### config.mk
export PLATFORM = sky130hd
export DESIGN_NAME = hb_cell
export DESIGN_NICKNAME = d
export VERILOG_FILES = /design/src/rtl/hb_cell_pkg.sv /design/src/rtl/hb_cell_sync.sv /design/src/rtl/hb_cell.sv
export SDC_FILE = /design/constraint.sdc
export NUM_CORES = 1
export LEC_CHECK = 0
export CAP_MARGIN = 30
export CORE_AREA = 10 10 53 55
export DETAILED_ROUTE_END_ITERATION = 12
export DIE_AREA = 0 0 63 65
export GPL_TIMING_DRIVEN = 0
export PLACE_DENSITY = 0.7
export SLEW_MARGIN = 20
export SYNTH_ARGS = -nofsm -noshare
export SYNTH_HDL_FRONTEND = slang
export SYNTH_SLANG_ARGS = --single-unit
### constraint.sdc
create_clock -name clock -period 2.6 [get_ports clock]
set_clock_uncertainty 0.2 [all_clocks]
set_input_delay 0.26 -clock clock [delete_from_list [all_inputs] [get_ports clock]]
set_output_delay 0.26 -clock clock [all_outputs]
set_load 0.02 [all_outputs]
### src/rtl/hb_cell_pkg.sv
// rtl/hb_cell_pkg.sv - shared state enum, line-state encoding and request codes for hb_cell
package hb_cell_pkg;

  typedef enum logic [2:0] {
    ST_HIZ,
    ST_DEAD,
    ST_HIGH,
    ST_LOW,
    ST_FAULT
  } hb_state_e;

  localparam logic [1:0] STATE_HIZ   = 2'b00;
  localparam logic [1:0] STATE_LOW   = 2'b01;
  localparam logic [1:0] STATE_HIGH  = 2'b10;
  localparam logic [1:0] STATE_FAULT = 2'b11;

  // Request code is {ls_req, hs_req}
  localparam logic [1:0] REQ_NONE = 2'b00;
  localparam logic [1:0] REQ_HI   = 2'b01;
  localparam logic [1:0] REQ_LO   = 2'b10;
  localparam logic [1:0] REQ_BOTH = 2'b11;

  function automatic logic [1:0] state_code(input hb_state_e st);
    case (st)
      ST_HIGH:  return STATE_HIGH;
      ST_LOW:   return STATE_LOW;
      ST_FAULT: return STATE_FAULT;
      default:  return STATE_HIZ;
    endcase
  endfunction

endpackage

### src/rtl/hb_cell_sync.sv
// rtl/hb_cell_sync.sv - 2-flop synchroniser for one pad-level gate command
// RESET_VAL is the inactive level of the command it carries.
module hb_cell_sync #(
  parameter logic RESET_VAL = 1'b0
) (
  input  logic clock,
  input  logic reset,
  input  logic d,
  output logic q
);

  logic meta_q, meta_d;
  logic sync_q, sync_d;

  always_comb begin
    meta_d = d;
    sync_d = meta_q;
  end

  always_ff @(posedge clock) begin
    if (reset) begin
      meta_q <= RESET_VAL;
      sync_q <= RESET_VAL;
    end else begin
      meta_q <= meta_d;
      sync_q <= sync_d;
    end
  end

  assign q = sync_q;

endmodule

### src/rtl/hb_cell.sv
// rtl/hb_cell.sv - half-bridge driver cell: break-before-make FSM with shoot-through fault latch
// HB_CELL_DEADTIME_EN enables the DEAD state and dead-time counter; otherwise HIGH<->LOW is direct.
module hb_cell
  import hb_cell_pkg::*;
#(
  parameter int DEAD_TIME   = 4,
  parameter int FAULT_CNT_W = 8
) (
  input  logic                   clock,
  input  logic                   reset,
  input  logic                   p_in,
  input  logic                   n_in,
  input  logic                   fault_clear,
  output logic                   line_o,
  output logic                   line_oe,
  output logic [1:0]             state,
  output logic                   fault,
  output logic [FAULT_CNT_W-1:0] fault_count
);

  logic p_sync, n_sync;

  hb_cell_sync #(.RESET_VAL(1'b1)) u_sync_p (
    .clock(clock), .reset(reset), .d(p_in), .q(p_sync)
  );

  hb_cell_sync #(.RESET_VAL(1'b0)) u_sync_n (
    .clock(clock), .reset(reset), .d(n_in), .q(n_sync)
  );

  logic [1:0] req;
  assign req = {n_sync, ~p_sync};

  hb_state_e              st_q, st_d;
  logic                   line_o_q, line_o_d;
  logic                   line_oe_q, line_oe_d;
  logic [1:0]             state_q, state_d;
  logic                   fault_q, fault_d;
  logic [FAULT_CNT_W-1:0] count_q, count_d;

`ifdef HB_CELL_DEADTIME_EN
  localparam logic [7:0] DEAD_LOAD = 8'(DEAD_TIME - 1);
  logic [7:0] dead_q, dead_d;
`endif

  always_comb begin
    st_d = st_q;
`ifdef HB_CELL_DEADTIME_EN
    dead_d = dead_q;
`endif
    if (st_q == ST_FAULT) begin
      if (fault_clear && (req == REQ_NONE)) st_d = ST_HIZ;
    end else if (req == REQ_BOTH) begin
      st_d = ST_FAULT;
    end else if (req == REQ_NONE) begin
      st_d = ST_HIZ;
    end else begin
      case (st_q)
        ST_HIGH: begin
          if (req == REQ_LO) begin
`ifdef HB_CELL_DEADTIME_EN
            st_d   = ST_DEAD;
            dead_d = DEAD_LOAD;
`else
            st_d = ST_LOW;
`endif
          end
        end
        ST_LOW: begin
          if (req == REQ_HI) begin
`ifdef HB_CELL_DEADTIME_EN
            st_d   = ST_DEAD;
            dead_d = DEAD_LOAD;
`else
            st_d = ST_HIGH;
`endif
          end
        end
`ifdef HB_CELL_DEADTIME_EN
        ST_DEAD: begin
          if (dead_q == 8'd0) st_d = (req == REQ_HI) ? ST_HIGH : ST_LOW;
          else                dead_d = dead_q - 8'd1;
        end
`endif
        default: st_d = (req == REQ_HI) ? ST_HIGH : ST_LOW;
      endcase
    end

    // Outputs are registered from the next state, so they track st_q exactly
    line_o_d  = (st_d == ST_HIGH);
    line_oe_d = (st_d == ST_HIGH) || (st_d == ST_LOW);
    state_d   = state_code(st_d);
    fault_d   = (st_d == ST_FAULT);
    count_d   = count_q;
    if ((st_d == ST_FAULT) && (st_q != ST_FAULT) && (count_q != {FAULT_CNT_W{1'b1}}))
      count_d = count_q + 1'b1;
  end

  always_ff @(posedge clock) begin
    if (reset) begin
      st_q      <= ST_HIZ;
      line_o_q  <= 1'b0;
      line_oe_q <= 1'b0;
      state_q   <= STATE_HIZ;
      fault_q   <= 1'b0;
      count_q   <= '0;
`ifdef HB_CELL_DEADTIME_EN
      dead_q    <= 8'd0;
`endif
    end else begin
      st_q      <= st_d;
      line_o_q  <= line_o_d;
      line_oe_q <= line_oe_d;
      state_q   <= state_d;
      fault_q   <= fault_d;
      count_q   <= count_d;
`ifdef HB_CELL_DEADTIME_EN
      dead_q    <= dead_d;
`endif
    end
  end

  assign line_o      = line_o_q;
  assign line_oe     = line_oe_q;
  assign state       = state_q;
  assign fault       = fault_q;
  assign fault_count = count_q;

endmodule

==> results.sh, run 1 <==
export IMPL_status="finished, final reports clean"
export IMPL_vias=637
export IMPL_clock_fmax_mhz=538
export IMPL_slowest_stage="clkdlybuf4s50_1"
export IMPL_drc=0
export IMPL_antenna_found_initial=0
export IMPL_cts_resized=0
export IMPL_critPathTopFamily="buffers and inverters"
export IMPL_topRoutingLayerUsed="met4"
export IMPL_grt_pass1_vias=590
export IMPL_p_leak_nw=0.353
export IMPL_synth_distinct_cells=28
export IMPL_path_cells="clkdlybuf4s50_1"
export IMPL_ctsHoldBuffers=0
export IMPL_die_x_um=63
export IMPL_yosys_register_bits=20
export IMPL_drt_wl_total_um=1600
export IMPL_cts_buffers=3
export IMPL_relSlewSlack=0.696
export IMPL_diodes=0
export IMPL_die_y_um=65
export IMPL_dpl_hpwl_um=1210
export IMPL_wl_met1_um=657
export IMPL_r2r_cells=5
export IMPL_placed_cell_area_sq_um=961
export IMPL_async_reset_ff_frac=0
export IMPL_worstSetupPathDepth=1
export IMPL_firstDrtPassIters=5
export IMPL_period_minus_slack_ns=1.86
export IMPL_crit_type="reg -> out"
export IMPL_dr_wl_met2_um=801
export IMPL_synth_area_top_cells="dfxtp_1, a21oi_1, o31ai_1"
export IMPL_period_share=0.715
export IMPL_synth_avg_cell_area_sq_um=9.96
export IMPL_cp_end_kind="output pin"
export IMPL_synth_enable_flop_cells=0
export IMPL_crit_path_end="fault_count[2]"
export IMPL_cp_slowest_stage_delay_ns=0.65
export IMPL_synth_nets=83
export IMPL_critPathRequiredTime_ns=2.14
export IMPL_syn_to_final_growth_pct=32.1
export IMPL_clk_pin_slew_ns=0.11
export IMPL_worstPathArrival_ns=1.40
export IMPL_holdCritStartpoint="reset"
export IMPL_cts_tree="done"
export IMPL_fin_nets=104
export IMPL_cp_start_kind="flip-flop"
export IMPL_io_pins=18
export IMPL_fill_cells=184
export IMPL_maxCapViolCount=0
export IMPL_cts_sinks=20
export IMPL_synthTopCellsByCount="dfxtp_1, a21oi_1, nand2_1"
export IMPL_grt_pass1_wl_um=2570
export IMPL_final_cell_area_sq_mm=0.00101
export IMPL_vias_per_cell=5.14
export IMPL_rsz0062_at_grt="no"
export IMPL_core_sq_mm=0.00186
export IMPL_synthMostInstantiatedCell="dfxtp_1"
export IMPL_yosys_area_top_type="dfxtp_1"
export IMPL_crit_path_start="fault_count[2]"
export IMPL_r2r_start="fault_count[0]"
export IMPL_overflow=0
export IMPL_yosysWarnings=0
export IMPL_place_port_buffers=16
export IMPL_route_met3_wl_um=115
export IMPL_cts_path_max_buffers=2
export IMPL_powerDensity_mw_per_mm2=585
export IMPL_yosysSeqAreaShare=0.522
export IMPL_grt_total_usage=0.0777
export IMPL_finalWeightedCongestion=0.668
export IMPL_synthFlopType="dfxtp_1"
export IMPL_critPathMaxFanout=6
export IMPL_start_util=0.412
export IMPL_htreeDepth=1
export IMPL_cts_root_buf="clkbuf_4"
export IMPL_drtAntennaViolNets=0
export IMPL_final_setup_viol_count=0
export IMPL_worst_r2r_setup_slack_ns=0.84
export IMPL_ir_drop_uv=298
export IMPL_tightestPinTransition_ns=0.456
export IMPL_crit_buf_inv=1
export IMPL_worstHoldPathType="in -> reg"
export IMPL_dieArea_sq_mm=0.00410
export IMPL_syn_cell_area_sq_um=767
export IMPL_netlist_area_leader_share=0.522
export IMPL_wl_per_cell_um=12.9
export IMPL_drtIter0Drc=7
export IMPL_grt_max_degree=13
export IMPL_post_cts_buffers=0
export IMPL_netlist_instances=77
export IMPL_slew_viol_final=0
export IMPL_clk_latency_ns=0.30
export IMPL_drive_above_1_share=0.113
export IMPL_hold_viol=0
export IMPL_fin_setup_tns_ns=0
export IMPL_timing_rr_end="fault_count[6]"
export IMPL_rows=16
-- layout by cell type, fill, tap and decap left out --
master,instances
or2_1,2
dfxtp_1,20
or3_1,3
a21oi_1,7
clkbuf_4,3
nor4_1,3
mux2i_1,1
nand3_1,3
inv_1,1
o31ai_1,3
a211oi_1,2
xor2_1,2
nor3b_2,1
or2_2,2
nor3_1,1
and3_1,1
or4_1,1
or3b_4,1
nand2_1,5
nand4_1,1
nor2_1,4
ha_1,1
bufinv_16,1
and2b_2,1
o2111ai_1,1
clkdlybuf4s50_1,16
o21ai_0,3
nor2b_1,3
o211ai_4,1
nand3_2,1
clkbuf_1,2
-- routing by layer --
layer  track usage  vias up
met2         0.129       25
met5             0        -
met3        0.0241        6
li1              -      317
met1        0.0781      289
met4        0.0670        0
-- worst min-delay path by stage --
stage                                  to  slack, ns  depth (start not counted)
after floorplan           u_sync_p.meta_q       0.16                          1
after global placement         u_sync_p.q       0.19                          1
after detailed placement       u_sync_p.q       0.20                          1
after CTS                      u_sync_n.q       0.11                          2
after global routing      u_sync_n.meta_q       0.13                          2
final                     u_sync_n.meta_q       0.11                          2
-- cell families after synthesis --
kind of cell | Yosys count | synth area share
adder cells (fa/ha/maj) | 1 | 0.0163
multiplexers | 1 | 0.0131
AND/OR/NAND/NOR | 33 | 0.258
flip-flops | 20 | 0.522
XOR/XNOR | 2 | 0.0228
buffers and inverters | 3 | 0.0147
AO/OA/AOI/OAI | 17 | 0.153
-- cell type report --
cell class	count	area, sq um	share of cell area
buffer	2	7.51	0.00741
clock buffer	3	22.5	0.0222
clock inverter	1	30.0	0.0296
inverter	1	3.75	0.00370
multi-input combinational	54	355	0.351
sequential	20	400	0.395
tap	27	33.8	0.0333
timing repair buffer	16	160	0.158
-- report_power, final --
part / internal, mW / switching [mW]
registers: 0.313 / 0.00387
logic: 0.0131 / 0.0131
clock network: 0.156 / 0.0941
total: 0.482 / 0.111
-- state kept, by name, summed over array words and instances (netlist names) --
register	flops
st_q	3
line_oe	1
line_o	1
u_sync_p.meta_q	1
fault	1
state	2
fault_count	8
u_sync_n.meta_q	1
u_sync_p.q	1
u_sync_n.q	1
-- through the flow --
step | setup WS (ns) | cells | hold slack [ns] | utilization | total power [mW]
after floorplan | 0.887 | 77 | 0.164 | - | 0.337
after global placement | 0.893 | 120 | 0.192 | 0.516 | 0.349
after detailed placement | 0.856 | 120 | 0.199 | 0.516 | 0.350
after CTS | 0.721 | 124 | 0.106 | 0.544 | 0.600
after global routing | 0.668 | 124 | 0.128 | 0.544 | 0.610
final | 0.740 | 124 | 0.114 | 0.544 | 0.593
Note: power is estimated with default switching activity, not from simulation.
==> run 2: changes to the inputs <==
--- a/config.mk
+++ b/config.mk
@@ -6,9 +6,9 @@
 export NUM_CORES = 1
 export LEC_CHECK = 0
 export CAP_MARGIN = 30
-export CORE_AREA = 10 10 53 55
+export CORE_AREA = 10 10 54 56
 export DETAILED_ROUTE_END_ITERATION = 12
-export DIE_AREA = 0 0 63 65
+export DIE_AREA = 0 0 64 66
 export GPL_TIMING_DRIVEN = 0
 export PLACE_DENSITY = 0.7
 export SLEW_MARGIN = 20
==> constraint.sdc (replaced) <==
create_clock -name clock -period 1.6 [get_ports clock]
set_clock_uncertainty 0.2 [all_clocks]
set_input_delay 0.16 -clock clock [delete_from_list [all_inputs] [get_ports clock]]
set_output_delay 0.16 -clock clock [all_outputs]
set_load 0.02 [all_outputs]
==> results.sh, run 2 (synthesis results as in run 1) <==
export IMPL_core_sq_mm=0.00190
export IMPL_largest_register_ffs=8
export IMPL_hold_viol=0
export IMPL_clock_fmax_mhz=627
export IMPL_final_setup_viol_count=0
export IMPL_cts_root_buf="clkbuf_4"
export IMPL_period_minus_slack_ns=1.60
export IMPL_crit_type="reg -> reg"
export IMPL_syn_to_final_growth_pct=43.6
export IMPL_place_port_buffers=16
export IMPL_final_cell_mix="dfxtp_1, dlygate4sd2_1, a21oi_1"
export IMPL_vias_per_cell=4.95
export IMPL_drc=0
export IMPL_r2r_cells=5
export IMPL_cts_sinks=20
export IMPL_cts_tree="done"
export IMPL_cp_start_kind="flip-flop"
export IMPL_htreeDepth=1
export IMPL_rows=16
export IMPL_critPathRequiredTime_ns=1.64
export IMPL_dieArea_sq_mm=0.00422
export IMPL_r2r_start="fault_count[0]"
export IMPL_cp_end_kind="flip-flop"
export IMPL_final_cell_area_sq_mm=0.00110
export IMPL_drt_wl_total_um=1650
export IMPL_hold_slack_ns=0.216
export IMPL_drtIter0Drc=11
export IMPL_io_pins=18
export IMPL_pre_cts_slack_ns=-0.0289
export IMPL_rsz0062_at_grt="yes"
export IMPL_ir_drop_uv=406
export IMPL_p_leak_nw=0.508
export IMPL_drive_above_1_share=0.279
export IMPL_overflow=0
export IMPL_instances_no_fill=131
export IMPL_die_x_um=64
export IMPL_start_util=0.403
export IMPL_grt_max_degree=12
export IMPL_worstHoldPathCells=2
export IMPL_vias=648
export IMPL_maxCapViolCount=0
export IMPL_grt_pass1_wl_um=2650
export IMPL_fin_nets=111
export IMPL_final_common_cell="dfxtp_1"
export IMPL_setup_ws_ns=0.00496
export IMPL_critPathMaxFanout=6
export IMPL_tightestPinTransition_ns=0.371
export IMPL_timing_rr_end="fault_count[6]"
export IMPL_finalWeightedCongestion=0.732
export IMPL_worst_r2r_setup_slack_ns=0.005
export IMPL_status="finished, final reports clean"
export IMPL_relSlewSlack=0.753
export IMPL_p_total_mw=0.850
export IMPL_placed_cell_area_sq_um=973
export IMPL_drtAntennaViolNets=0
export IMPL_clk_pin_slew_ns=0.11
export IMPL_cts_path_max_buffers=2
export IMPL_period_share=0.997
export IMPL_hold_end="u_sync_p.meta_q"
export IMPL_slew_viol_final=0
export IMPL_powerDensity_mw_per_mm2=772
export IMPL_worstPathArrival_ns=1.63
export IMPL_diodes=0
export IMPL_dp_cells=120
export IMPL_crit_path_start="fault_count[0]"
export IMPL_die_y_um=66
export IMPL_cts_buffers=3
export IMPL_worstHoldPathType="in -> reg"
export IMPL_grt_pass1_vias=593
export IMPL_firstDrtPassIters=4
export IMPL_dpl_hpwl_um=1130
export IMPL_wl_per_cell_um=12.6
export IMPL_grt_total_usage=0.0781
export IMPL_clk_latency_ns=0.29
export IMPL_holdCritStartpoint="p_in"
export IMPL_antenna_found_initial=0
==> run 2: critical path, stage by stage, from the launching register on <==
cell and delay, ns:
dfxtp_4 0.38, ha_4 0.18, nand3_2 0.10, o211ai_4 0.11, or4_4 0.43, a21oi_1 0.14
==> run 2: worst max path at each step <==
stage	cells past startpoint	slack, ns	end
floorplan	4	0.02	fault_count[1]
global placement	4	0.01	fault_count[6]
detailed placement	4	-0.03	fault_count[6]
CTS	4	-0.005	fault_count[6]
global route	5	-0.05	fault_count[6]
finish	5	0.005	fault_count[6]
==> run 2: area by class of cell <==
class                      count  area, sq um
clock buffer                   4         36.3
buffer                         2         8.76
multi-input combinational     54          383
sequential                    20          418
timing repair buffer          23          218
tap                           27         33.8
inverter                       1         3.75
fill                         172          801
==> run 2: metal layers <==
metal / track usage / up-vias / routed length (um)
met2: 0.126 / 16 / 777
met4: 0.0492 / 0 / 27
li1: - / 331 / -
met5: 0 / - / 0
met3: 0.0237 / 2 / 75
met1: 0.0885 / 299 / 766
==> run 2: power by group <==
part	switching [mW]	internal (mW)	leakage, nW	total (mW)
Clock	0.153	0.139	0.0210	0.292
Sequential	0.00625	0.504	0.167	0.510
Combinational	0.0225	0.0256	0.321	0.0481
==> run 2: timing repair <==
action | 4_1_cts | 5_1_grt
hold endpoints to repair | 1 | 0
hold buffers | 1 | 0
setup buffers | 3 | 3
endpoints found under the setup margin | 11 | 13
pin swaps | 0 | 1
resized for setup | 11 | 14
==> run 2: stage by stage <==
stage,setup TNS (ns),utilization
final,0,0.579
after global routing,-0.0818,0.579
after CTS,-0.00523,0.549
after detailed placement,-0.0289,0.512
after global placement,0,0.512
after floorplan,0,-
